**src/rtl/spi_seq_pkg.sv**
```systemverilog
// Shared definitions for the SPI burst sequencer: FSM state encoding and default widths.
// Imported by spi_seq_fifo and spi_sequencer.
package spi_seq_pkg;

    localparam int DEF_DATA_W = 8;
    localparam int DEF_DEPTH  = 4;
    localparam int DEF_DIV_W  = 8;
    localparam int DEF_LEN_W  = 8;

    typedef enum logic [2:0] {
        ST_IDLE     = 3'd0,
        ST_SS_SETUP = 3'd1,
        ST_LOAD     = 3'd2,
        ST_XFER     = 3'd3,
        ST_SS_HOLD  = 3'd4
    } seq_state_e;

    // Index width for a FIFO of the given depth; never below one bit.
    function automatic int ptr_width(input int depth);
        return (depth > 1) ? $clog2(depth) : 1;
    endfunction

endpackage

```
**src/rtl/spi_seq_fifo.sv**
```systemverilog
// Synchronous FIFO with full/empty flags; accepts push and pop in the same cycle,
// including a push into a full FIFO that is being popped in that cycle.
module spi_seq_fifo
    import spi_seq_pkg::*;
#(
    parameter int DATA_W = DEF_DATA_W,
    parameter int DEPTH  = DEF_DEPTH
) (
    input  logic              clk_i,
    input  logic              rst_i,
    input  logic              push_i,
    input  logic [DATA_W-1:0] data_i,
    input  logic              pop_i,
    output logic [DATA_W-1:0] data_o,
    output logic              full_o,
    output logic              empty_o
);

    localparam int AW = ptr_width(DEPTH);
    localparam int CW = AW + 1;
    localparam logic [CW-1:0] FULL_CNT = CW'(DEPTH);
    localparam logic [AW-1:0] LAST_IDX = AW'(DEPTH - 1);

    logic [DATA_W-1:0] mem_q [DEPTH];
    logic [AW-1:0]     wr_ptr_q, wr_ptr_d;
    logic [AW-1:0]     rd_ptr_q, rd_ptr_d;
    logic [CW-1:0]     count_q, count_d;
    logic              do_push, do_pop;

    assign full_o  = (count_q == FULL_CNT);
    assign empty_o = (count_q == '0);
    assign data_o  = mem_q[rd_ptr_q];

    assign do_pop  = pop_i && !empty_o;
    assign do_push = push_i && (!full_o || do_pop);

    always_comb begin
        wr_ptr_d = wr_ptr_q;
        rd_ptr_d = rd_ptr_q;
        count_d  = count_q;
        if (do_push) wr_ptr_d = (wr_ptr_q == LAST_IDX) ? '0 : wr_ptr_q + AW'(1);
        if (do_pop)  rd_ptr_d = (rd_ptr_q == LAST_IDX) ? '0 : rd_ptr_q + AW'(1);
        if (do_push && !do_pop)      count_d = count_q + CW'(1);
        else if (do_pop && !do_push) count_d = count_q - CW'(1);
    end

    always_ff @(posedge clk_i or posedge rst_i) begin
        if (rst_i) begin
            wr_ptr_q <= '0;
            rd_ptr_q <= '0;
            count_q  <= '0;
        end else begin
            wr_ptr_q <= wr_ptr_d;
            rd_ptr_q <= rd_ptr_d;
            count_q  <= count_d;
        end
    end

    // NOTE: storage is deliberately not reset; the pointers and count define validity.
    always_ff @(posedge clk_i) begin
        if (do_push) mem_q[wr_ptr_q] <= data_i;
    end

endmodule

```
**src/rtl/spi_sequencer.sv**
```systemverilog
// Burst sequencer driving an SPI master: slave select, SCK tick divider, TX/RX buffering.
// Define SPI_SEQ_RXFIFO_EN for a DEPTH-entry RX FIFO; otherwise RX is a single holding register.
module spi_sequencer
    import spi_seq_pkg::*;
#(
    parameter int DATA_W = DEF_DATA_W,
    parameter int DEPTH  = DEF_DEPTH,
    parameter int DIV_W  = DEF_DIV_W,
    parameter int LEN_W  = DEF_LEN_W
) (
    input  logic              clk_i,
    input  logic              rst_i,
    input  logic [DIV_W-1:0]  div_i,
    input  logic              go_i,
    input  logic [LEN_W-1:0]  len_i,
    input  logic              tx_wr_i,
    input  logic [DATA_W-1:0] tx_data_i,
    output logic              tx_full_o,
    input  logic              rx_rd_i,
    output logic [DATA_W-1:0] rx_data_o,
    output logic              rx_empty_o,
    output logic              rx_ovf_o,
    output logic              busy_o,
    output logic              done_o,
    output logic              ss_n_o,
    output logic              m_ena_o,
    output logic              m_start_o,
    output logic [DATA_W-1:0] m_tx_o,
    input  logic [DATA_W-1:0] m_rx_i,
    input  logic              m_irq_i,
    output logic              m_ack_o
);

    seq_state_e        state_q;
    logic [DIV_W-1:0]  div_cnt_q, div_cnt_d;
    logic [LEN_W-1:0]  remain_q;
    logic [DATA_W-1:0] m_tx_q;
    logic              ss_n_q, busy_q, done_q, start_q, ack_q, ovf_q;

    logic              tx_empty, tx_pop;
    logic [DATA_W-1:0] tx_head;
    logic              rx_push, rx_full, rx_overflow;
    logic              go_ok, last_byte, div_clr, ena;

    assign ena       = (div_cnt_q == div_i);
    assign go_ok     = (state_q == ST_IDLE) && go_i && (len_i != '0);
    assign last_byte = (remain_q == LEN_W'(1));
    // NOTE: FIFO strobes are combinational so the pop/push lands in the same cycle the FSM acts.
    assign tx_pop    = (state_q == ST_LOAD) && !tx_empty;
    assign rx_push   = (state_q == ST_XFER) && m_irq_i;
    // A push into a full RX path is lost unless a host pop frees room in that same cycle.
    assign rx_overflow = rx_push && rx_full && !rx_rd_i;

    // Divider restarts on a new byte and on entry to the select setup/hold phases.
    assign div_clr = start_q || go_ok || (rx_push && last_byte);

    always_comb begin
        div_cnt_d = div_cnt_q + DIV_W'(1);
        if (div_clr || (div_cnt_q >= div_i)) div_cnt_d = '0;
    end

    always_ff @(posedge clk_i or posedge rst_i) begin
        if (rst_i) div_cnt_q <= '0;
        else       div_cnt_q <= div_cnt_d;
    end

    always_ff @(posedge clk_i or posedge rst_i) begin
        if (rst_i) begin
            state_q  <= ST_IDLE;
            remain_q <= '0;
            m_tx_q   <= '0;
            ss_n_q   <= 1'b1;
            busy_q   <= 1'b0;
            done_q   <= 1'b0;
            start_q  <= 1'b0;
            ack_q    <= 1'b0;
            ovf_q    <= 1'b0;
        end else begin
            start_q <= 1'b0;
            ack_q   <= 1'b0;
            done_q  <= 1'b0;
            if (rx_overflow) ovf_q <= 1'b1;
            case (state_q)
                ST_IDLE: begin
                    if (go_ok) begin
                        state_q  <= ST_SS_SETUP;
                        ss_n_q   <= 1'b0;
                        busy_q   <= 1'b1;
                        remain_q <= len_i;
                        ovf_q    <= 1'b0;
                    end
                end
                ST_SS_SETUP: begin
                    if (ena) state_q <= ST_LOAD;
                end
                ST_LOAD: begin
                    if (!tx_empty) begin
                        m_tx_q  <= tx_head;
                        start_q <= 1'b1;
                        state_q <= ST_XFER;
                    end
                end
                ST_XFER: begin
                    if (m_irq_i) begin
                        ack_q    <= 1'b1;
                        remain_q <= remain_q - LEN_W'(1);
                        state_q  <= last_byte ? ST_SS_HOLD : ST_LOAD;
                    end
                end
                ST_SS_HOLD: begin
                    if (ena) begin
                        ss_n_q  <= 1'b1;
                        busy_q  <= 1'b0;
                        done_q  <= 1'b1;
                        state_q <= ST_IDLE;
                    end
                end
                default: state_q <= ST_IDLE;
            endcase
        end
    end

    spi_seq_fifo #(
        .DATA_W (DATA_W),
        .DEPTH  (DEPTH)
    ) u_tx_fifo (
        .clk_i   (clk_i),
        .rst_i   (rst_i),
        .push_i  (tx_wr_i),
        .data_i  (tx_data_i),
        .pop_i   (tx_pop),
        .data_o  (tx_head),
        .full_o  (tx_full_o),
        .empty_o (tx_empty)
    );

`ifdef SPI_SEQ_RXFIFO_EN
    spi_seq_fifo #(
        .DATA_W (DATA_W),
        .DEPTH  (DEPTH)
    ) u_rx_fifo (
        .clk_i   (clk_i),
        .rst_i   (rst_i),
        .push_i  (rx_push),
        .data_i  (m_rx_i),
        .pop_i   (rx_rd_i),
        .data_o  (rx_data_o),
        .full_o  (rx_full),
        .empty_o (rx_empty_o)
    );
`else
    logic              rx_valid_q;
    logic [DATA_W-1:0] rx_hold_q;

    always_ff @(posedge clk_i or posedge rst_i) begin
        if (rst_i) begin
            rx_valid_q <= 1'b0;
            rx_hold_q  <= '0;
        end else if (rx_push) begin
            rx_valid_q <= 1'b1;
            rx_hold_q  <= m_rx_i;
        end else if (rx_rd_i) begin
            rx_valid_q <= 1'b0;
        end
    end

    assign rx_full    = rx_valid_q;
    assign rx_empty_o = !rx_valid_q;
    assign rx_data_o  = rx_hold_q;
`endif

    assign rx_ovf_o  = ovf_q;
    assign busy_o    = busy_q;
    assign done_o    = done_q;
    assign ss_n_o    = ss_n_q;
    assign m_ena_o   = ena;
    assign m_start_o = start_q;
    assign m_tx_o    = m_tx_q;
    assign m_ack_o   = ack_q;

endmodule

```
**config.mk**
```make
export PLATFORM = sky130hd
export DESIGN_NAME = spi_sequencer
export DESIGN_NICKNAME = d
export VERILOG_FILES = /design/src/rtl/spi_seq_pkg.sv /design/src/rtl/spi_seq_fifo.sv /design/src/rtl/spi_sequencer.sv
export SDC_FILE = /design/constraint.sdc
export NUM_CORES = 1
export LEC_CHECK = 0
export CAP_MARGIN = 20
export CORE_ASPECT_RATIO = 1.5
export CORE_MARGIN = 2
export CORE_UTILIZATION = 45
export DETAILED_ROUTE_END_ITERATION = 10
export HOLD_SLACK_MARGIN = 0.08
export PLACE_DENSITY = 0.71
export SLEW_MARGIN = 5
export SYNTH_ARGS = -nofsm -noshare
export SYNTH_HDL_FRONTEND = slang
export SYNTH_SLANG_ARGS = --single-unit
```
**constraint.sdc**
```tcl
create_clock -name clk_i -period 2.42 [get_ports clk_i]
set_input_delay 0.605 -clock clk_i [delete_from_list [all_inputs] [get_ports clk_i]]
set_output_delay 0.605 -clock clk_i [all_outputs]
set_load 0.01 [all_outputs]
```
# Yosys cells after proc, flatten, opt, wreduce, memory -nomap -nowiden
# Memories as Yosys holds them, arrays and structs flattened. A register that Yosys moved wholly into a read port is not among the register bits.
# Index checks and enable logic that the tools add are counted.
[classes]
addsub = 6
multipliers = 0
div_mod_pow = 0
n_lt_le_gt_ge = 1
n_eq_ne = 14
shifts = 0
mux = 34
bitwise_logic = 1
reduce_logical = 32
[op_table]
columns = ["cell", "count"]
rows = [
  ["2-to-1 mux 3 bit", 8],
  ["2-to-1 mux 8 bit", 3],
  ["2-to-1 mux 1 bit", 17],
  ["one-hot mux 8 bit (2 select lines)", 1],
  ["one-hot mux 3 bit (5 select lines)", 1],
  ["logical AND 1 bit", 11],
  ["!= test 2 bit, second input constant", 5],
  ["adder 8 x 1 -> 8 bit, second input constant", 1],
  ["== test 8 x 1 -> 1 bit, second input constant", 1],
  ["== test 8 bit", 1],
  ["greater-or-equal comparator 8 bit", 1],
  ["nonzero test 2 bit", 4],
  ["nonzero test 8 bit", 1],
  ["subtractor 8 x 1 -> 8 bit, second input constant", 1],
  ["== test 3 x 2 -> 1 bit, second input constant", 2],
  ["== test 3 bit, second input constant", 2],
  ["logical NOT 1 bit", 6],
  ["logical NOT 3 bit", 2],
  ["AND reduction 3 bit", 2],
  ["AND reduction 5 bit", 1],
  ["adder 2 x 1 -> 2 bit, second input constant", 2],
  ["== test 2 bit, second input constant", 2],
  ["logical OR 1 bit", 4],
  ["2-to-1 mux 2 bit", 2],
  ["other kinds (6)", 7],
]
[totals]
regBits = 41
latch_bits = 0
mem_bits_rw = 32
rom_bits = 0
input_bits = 38
out_inout_bits = 25
elab_cells = 103
mem_count = 1
[mem_list]
columns = ["name", "words", "width", "rd", "rd_clocked_by_memory_dff", "wr", "line", "text"]
rows = [
  ["u_tx_fifo.mem_q", 4, 8, 1, 1, 1, "spi_seq_fifo.sv:24", "logic [DATA_W-1:0] mem_q [DEPTH];"],
]

# Depth between registers and ports, before layout
[logic_depth]
depth_word = 10
ltp_mapped = 11
mapped_depth_nobuf = 9

# By module
# From an unflattened synthesis, not the netlist that was laid out.
[unflattened]
cells_unflattened = 301
hier_area_um2 = 3860.0
[modules_own_cells]
columns = ["mod", "n_inst", "cells_each", "area_each_um2", "seq_area_each_um2"]
rows = [
  ["spi_sequencer", 1, 221, 2230.9, 1052.3],
  ["spi_seq_fifo", 1, 80, 1629.1, 1136.1],
]

# Worst setup path after synthesis
# No wires, ideal clock.
[synth_path]
kind = "reg2reg"
start = "reg state_q[2]"
end = "reg u_tx_fifo.count_q[1]"
setup_ps = 125
arrival_ps = 2154
required_time_ps = 2295
setup_slack_ps = 141
path_stages_with_launch = 10
path_buffers = 3
period_less_slack_ps = 2279
path_cell_list = "dfrtp_1 buf_2 nand2b_1 or3_1 clkbuf_1 buf_2 ha_1 inv_1 fa_1 mux2_2"
[synth_between]
word_cells_on_any_way = 11
cone_classes = "1 x eq/ne; 1 x mux; 9 x reduce/logical"
[synth_lines]
columns = ["element", "line", "text"]
rows = [
  ["from (decl)", "spi_sequencer.sv:34", "seq_state_e state_q;"],
  ["from (signal assigned)", "spi_sequencer.sv:107", "state_q <= last_byte ? ST_SS_HOLD : ST_LOAD;"],
  ["== test 3 x 2 -> 1 bit *", "spi_sequencer.sv:49", "assign tx_pop = (state_q == ST_LOAD) && !tx_empty;"],
  ["logical AND 1 bit *", "spi_sequencer.sv:49", ""],
  ["logical AND 1 bit *", "spi_seq_fifo.sv:34", "assign do_pop = pop_i && !empty_o;"],
  ["logical OR 1 bit", "spi_seq_fifo.sv:35", "assign do_push = push_i && (!full_o || do_pop);"],
  ["logical AND 1 bit", "spi_seq_fifo.sv:35", ""],
  ["logical AND 1 bit *", "spi_seq_fifo.sv:43", "if (do_push && !do_pop) count_d = count_q + CW'(1);"],
  ["2-to-1 mux 3 bit *", "spi_seq_fifo.sv:43", ""],
  ["named net u_tx_fifo.count_d[1]", "spi_seq_fifo.sv:27", "logic [CW-1:0] count_q, count_d;"],
  ["to (signal assigned)", "spi_seq_fifo.sv:55", "count_q <= count_d;"],
  ["to (decl)", "spi_seq_fifo.sv:27", ""],
]
# Mark *: on every way through the listed nets, which the timed path passes. The rest lies on a longest branch.
# A chain may end at the register's enable or synchronous reset.

# Worst setup path after layout
[layout_path]
start = "in len_i[6]"
end = "reg remain_q[6]"
[layout_between]
elab_chain_cells = 4
word_cells_on_any_way = 6
cone_classes = "1 x eq/ne; 2 x mux; 3 x reduce/logical"
[layout_rtl]
columns = ["element", "line", "text"]
rows = [
  ["from (decl)", "spi_sequencer.sv:15", "input logic [LEN_W-1:0] len_i,"],
  ["nonzero test 8 bit", "spi_sequencer.sv:46", "assign go_ok = (state_q == ST_IDLE) && go_i && (len_i != '0);"],
  ["logical AND 1 bit", "spi_sequencer.sv:46", ""],
  ["!= test 2 bit (no source line)", "-", ""],
  ["AND reduction 3 bit (no source line)", "-", ""],
  ["to (signal assigned)", "spi_sequencer.sv:89", "remain_q <= len_i;"],
  ["to (signal assigned)", "spi_sequencer.sv:106", "remain_q <= remain_q - LEN_W'(1);"],
  ["to (decl)", "spi_sequencer.sv:36", "logic [LEN_W-1:0] remain_q;"],
]
# Parallel ways exist; a longest one is shown, timed or not. The select of a mux whose other input is x is not followed.

==> impl_metrics.ini <==
[critical_path]
worstPathRequired_ns = 2.64
path_cells = clkdlybuf4s50_1, or4_1, o211ai_2, buf_4, a21oi_1, o2bb2a_1
worst_ep_arrival_time_ns = 2.40
cpMaxStageDelayCell = or4_1
rrSetupSlack_ns = 0.36
cp_max_fo = 7
start_kind = input pin
end_kind = flip-flop
crit_family = buffers and inverters
critPathBufInv = 2
path_class = input pin to flip-flop
critPathMaxStageDelay_ns = 0.60

[finish]
areaGrowthSynthToFinish_pct = 34.02
antenna_cells = 0
fin_area_um2 = 5012
drive_above_1_share_pct = 22.82
mostFrequentLayoutCells = 53 x clkdlybuf4s50_1, 48 x dfrtp_1, 32 x nand2_1, 32 x edfxtp_1, 29 x buf_4
final_common_cell = clkdlybuf4s50_1
nets = 441
utilization_pct = 62.21

[floorplan]
core_um2 = 8058
die_w_um = 78.44
die_h_um = 115.7
dieArea_um2 = 9071
start_util_pct = 46.41
placementRows = 40
design.portCount = 63

[place]
dp_hpwl_um = 5644
gp_congestion = 0.8815
portBuffers = 62
dpl_cell_area_um2 = 4621

[cts]
cts_buffers = 9
clock_latency_ns = 0.33
cts_root_buffer = clkbuf_16
clkSlewWorstSetupHoldPaths_ns = 0.06
cts_num_sinks = 81
cts_tree = yes
cts_max_level = 3
cts_buffer_depth = 2

[detailed_routing]
post_drt_wl_per_cell_um = 15.84
wl_met2_um = 4326
drt-met1-wl_um = 3073
first_pass_iters = 4
via_count = 2583
vias_per_cell = 5.218
wl_met3_um = 379
wirelength_um = 7841
drt-initial-drc-count = 121
drtAntennaViolNets = 0
drc = 0
highest_layer = met4

[synth]
yosysTopAreaCell = dfrtp_1
synth_top_family_by_area = simple AND/OR/NAND/NOR gates
synth_xor_area_share_pct = 2.108
synth-compound-area-share_pct = 7.226
synth_edf_count = 32
synthMuxAreaShare_pct = 9.334
yosys.area_share.adder_pct = 6.223
synth-main-ff-cell = dfrtp_1
yosysUniqueCellTypes = 51
ys_seq_elements = 81
syn_area_per_cell_um2 = 12.72
synth_top_area_share_pct = 32.12
synth_area_leaders = dfrtp_1 32%, edfxtp_1 26%, ha_1 5.7%
yosysWarnings = 0
async_flop_share_pct = 60.49
netlist_instances = 294
seq_area_frac_synth_pct = 58.51
synthesis.area_um2 = 3740
syn_nets = 350
synthSimpleGateAreaFrac_pct = 12.91

[power_and_ir_drop]
power_density_nw_per_um2 = 1057
total_power_uw = 5300
vdd_drop_max_v = 0.0005541
leakagePower_uw = 0.002185

[timing]
hold_viol = 0
maxSlewHeadroom_pct = 62.57
tns_ns = 0
hold-worst-slack_ns = 0.4657
fin_worst_skew_ns = 0.006525
finalCritPeriodShare_pct = 90.10
period_needed_ns = 2.181
grt_setup_unrepaired = false
finalSetupViolCount = 0
finalMaxSlewViolations = 0
tightest_slew_ns = 0.5537
fmaxAchievable_mhz = 458.6

[global_routing]
grt_overflow = 0
grt_first_pass_wirelength_um = 13440
antenna_found_initial = 0
grt_pass1_vias = 2817
grt_max_degree = 19
track_usage_pct = 19.31

[worst_hold_path]
hold_class = flip-flop to flip-flop

[status]
status = finished, final reports clean

[flow_run]
cap_violations = 0
## through the flow
stage / worst slack (ns) / cells
2_1_floorplan: 0.1411 / 294
3_3_place_gp: -0.4721 / 475
3_5_place_dp: -0.4818 / 475
4_1_cts: 0.002219 / 495
5_1_grt: 0.1273 / 495
6_report: 0.2395 / 495
## state kept, by name (all words and copies together), names as in the netlist
signal,flops
m_tx_o,8
m_ack_o,1
u_tx_fifo.rd_ptr_q,2
rx_data_o,8
div_cnt_q,8
done_o,1
rx_full,1
state_q,3
u_tx_fifo.count_q,3
busy_o,1
u_tx_fifo.wr_ptr_q,2
u_tx_fifo.mem_q,32
m_start_o,1
remain_q,8
ss_n_o,1
rx_ovf_o,1
## cells by family after synthesis
group / count (synthesis)
AND/OR/NAND/NOR: 93
flip-flops: 81
AO/OA/AOI/OAI: 39
buffers and inverters: 32
multiplexers: 22
adder cells (fa/ha/maj): 18
XOR/XNOR: 9
## report_power, final
part / internal (uW) / switching, uW / total (uW)
logic: 1000 / 779 / 1780
registers: 1870 / 385 / 2260
clock network: 703 / 558 / 1260
total: 3580 / 1720 / 5300
## metal layers
metal / global-route usage [%] / vias to the layer above
li1: - / 1247
met1: 22.39 / 1267
met2: 35.00 / 63
met3: 4.361 / 6
met4: 7.018 / 0
met5: 0 / -
## Yosys cell counts (all sizes together) (5+ instances only)
cell type / count
a21oi: 6
and2: 5
buf: 7
dfrtp: 48
edfxtp: 32
ha: 17
inv: 21
mux2: 13
mux4: 9
nand2: 33
nand3: 9
nor2: 13
nor3: 10
o21ai: 9
xor2: 6
## worst paths after layout
kind / cells past startpoint / endpoint / start
min in group asynchronous: 2 / m_tx_o[5] / rst_i
max reg2reg: 8 / u_tx_fifo.count_q[2] / u_tx_fifo.count_q[0]
max: 6 / remain_q[6] / len_i[6]
max in group asynchronous: 3 / rx_data_o[6] / rst_i
min reg2reg: 2 / ss_n_o / ss_n_o
min: 2 / ss_n_o / ss_n_o
## worst register-to-register path: cells and delay by family (launching register included)
| kind | cells | cell delay [ns] |
|---|---|---|
| XOR/XNOR | 2 | 0.32 |
| AND/OR/NAND/NOR | 3 | 0.59 |
| adder cells (fa/ha/maj) | 2 | 0.57 |
| flip-flops | 1 | 0.44 |
| buffers and inverters | 1 | 0.06 |
## repair_timing
action,4_1_cts,5_1_grt
pin swaps,8,5
hold buffers,0,0
endpoints found under the setup margin,1,4
gates resized for setup,14,11
setup buffers,4,0
hold endpoints to repair,0,0
## layout make-up
class | instances | area, um^2
fill | 662 | 3045
tap | 105 | 131.4
clock inverter | 7 | 55.05
timing repair buffer | 91 | 842.1
multi-input combinational | 181 | 1491
sequential | 81 | 2188
inverter | 21 | 78.83
clock buffer | 9 | 225.2
Note: power is estimated with default switching activity, not from simulation.
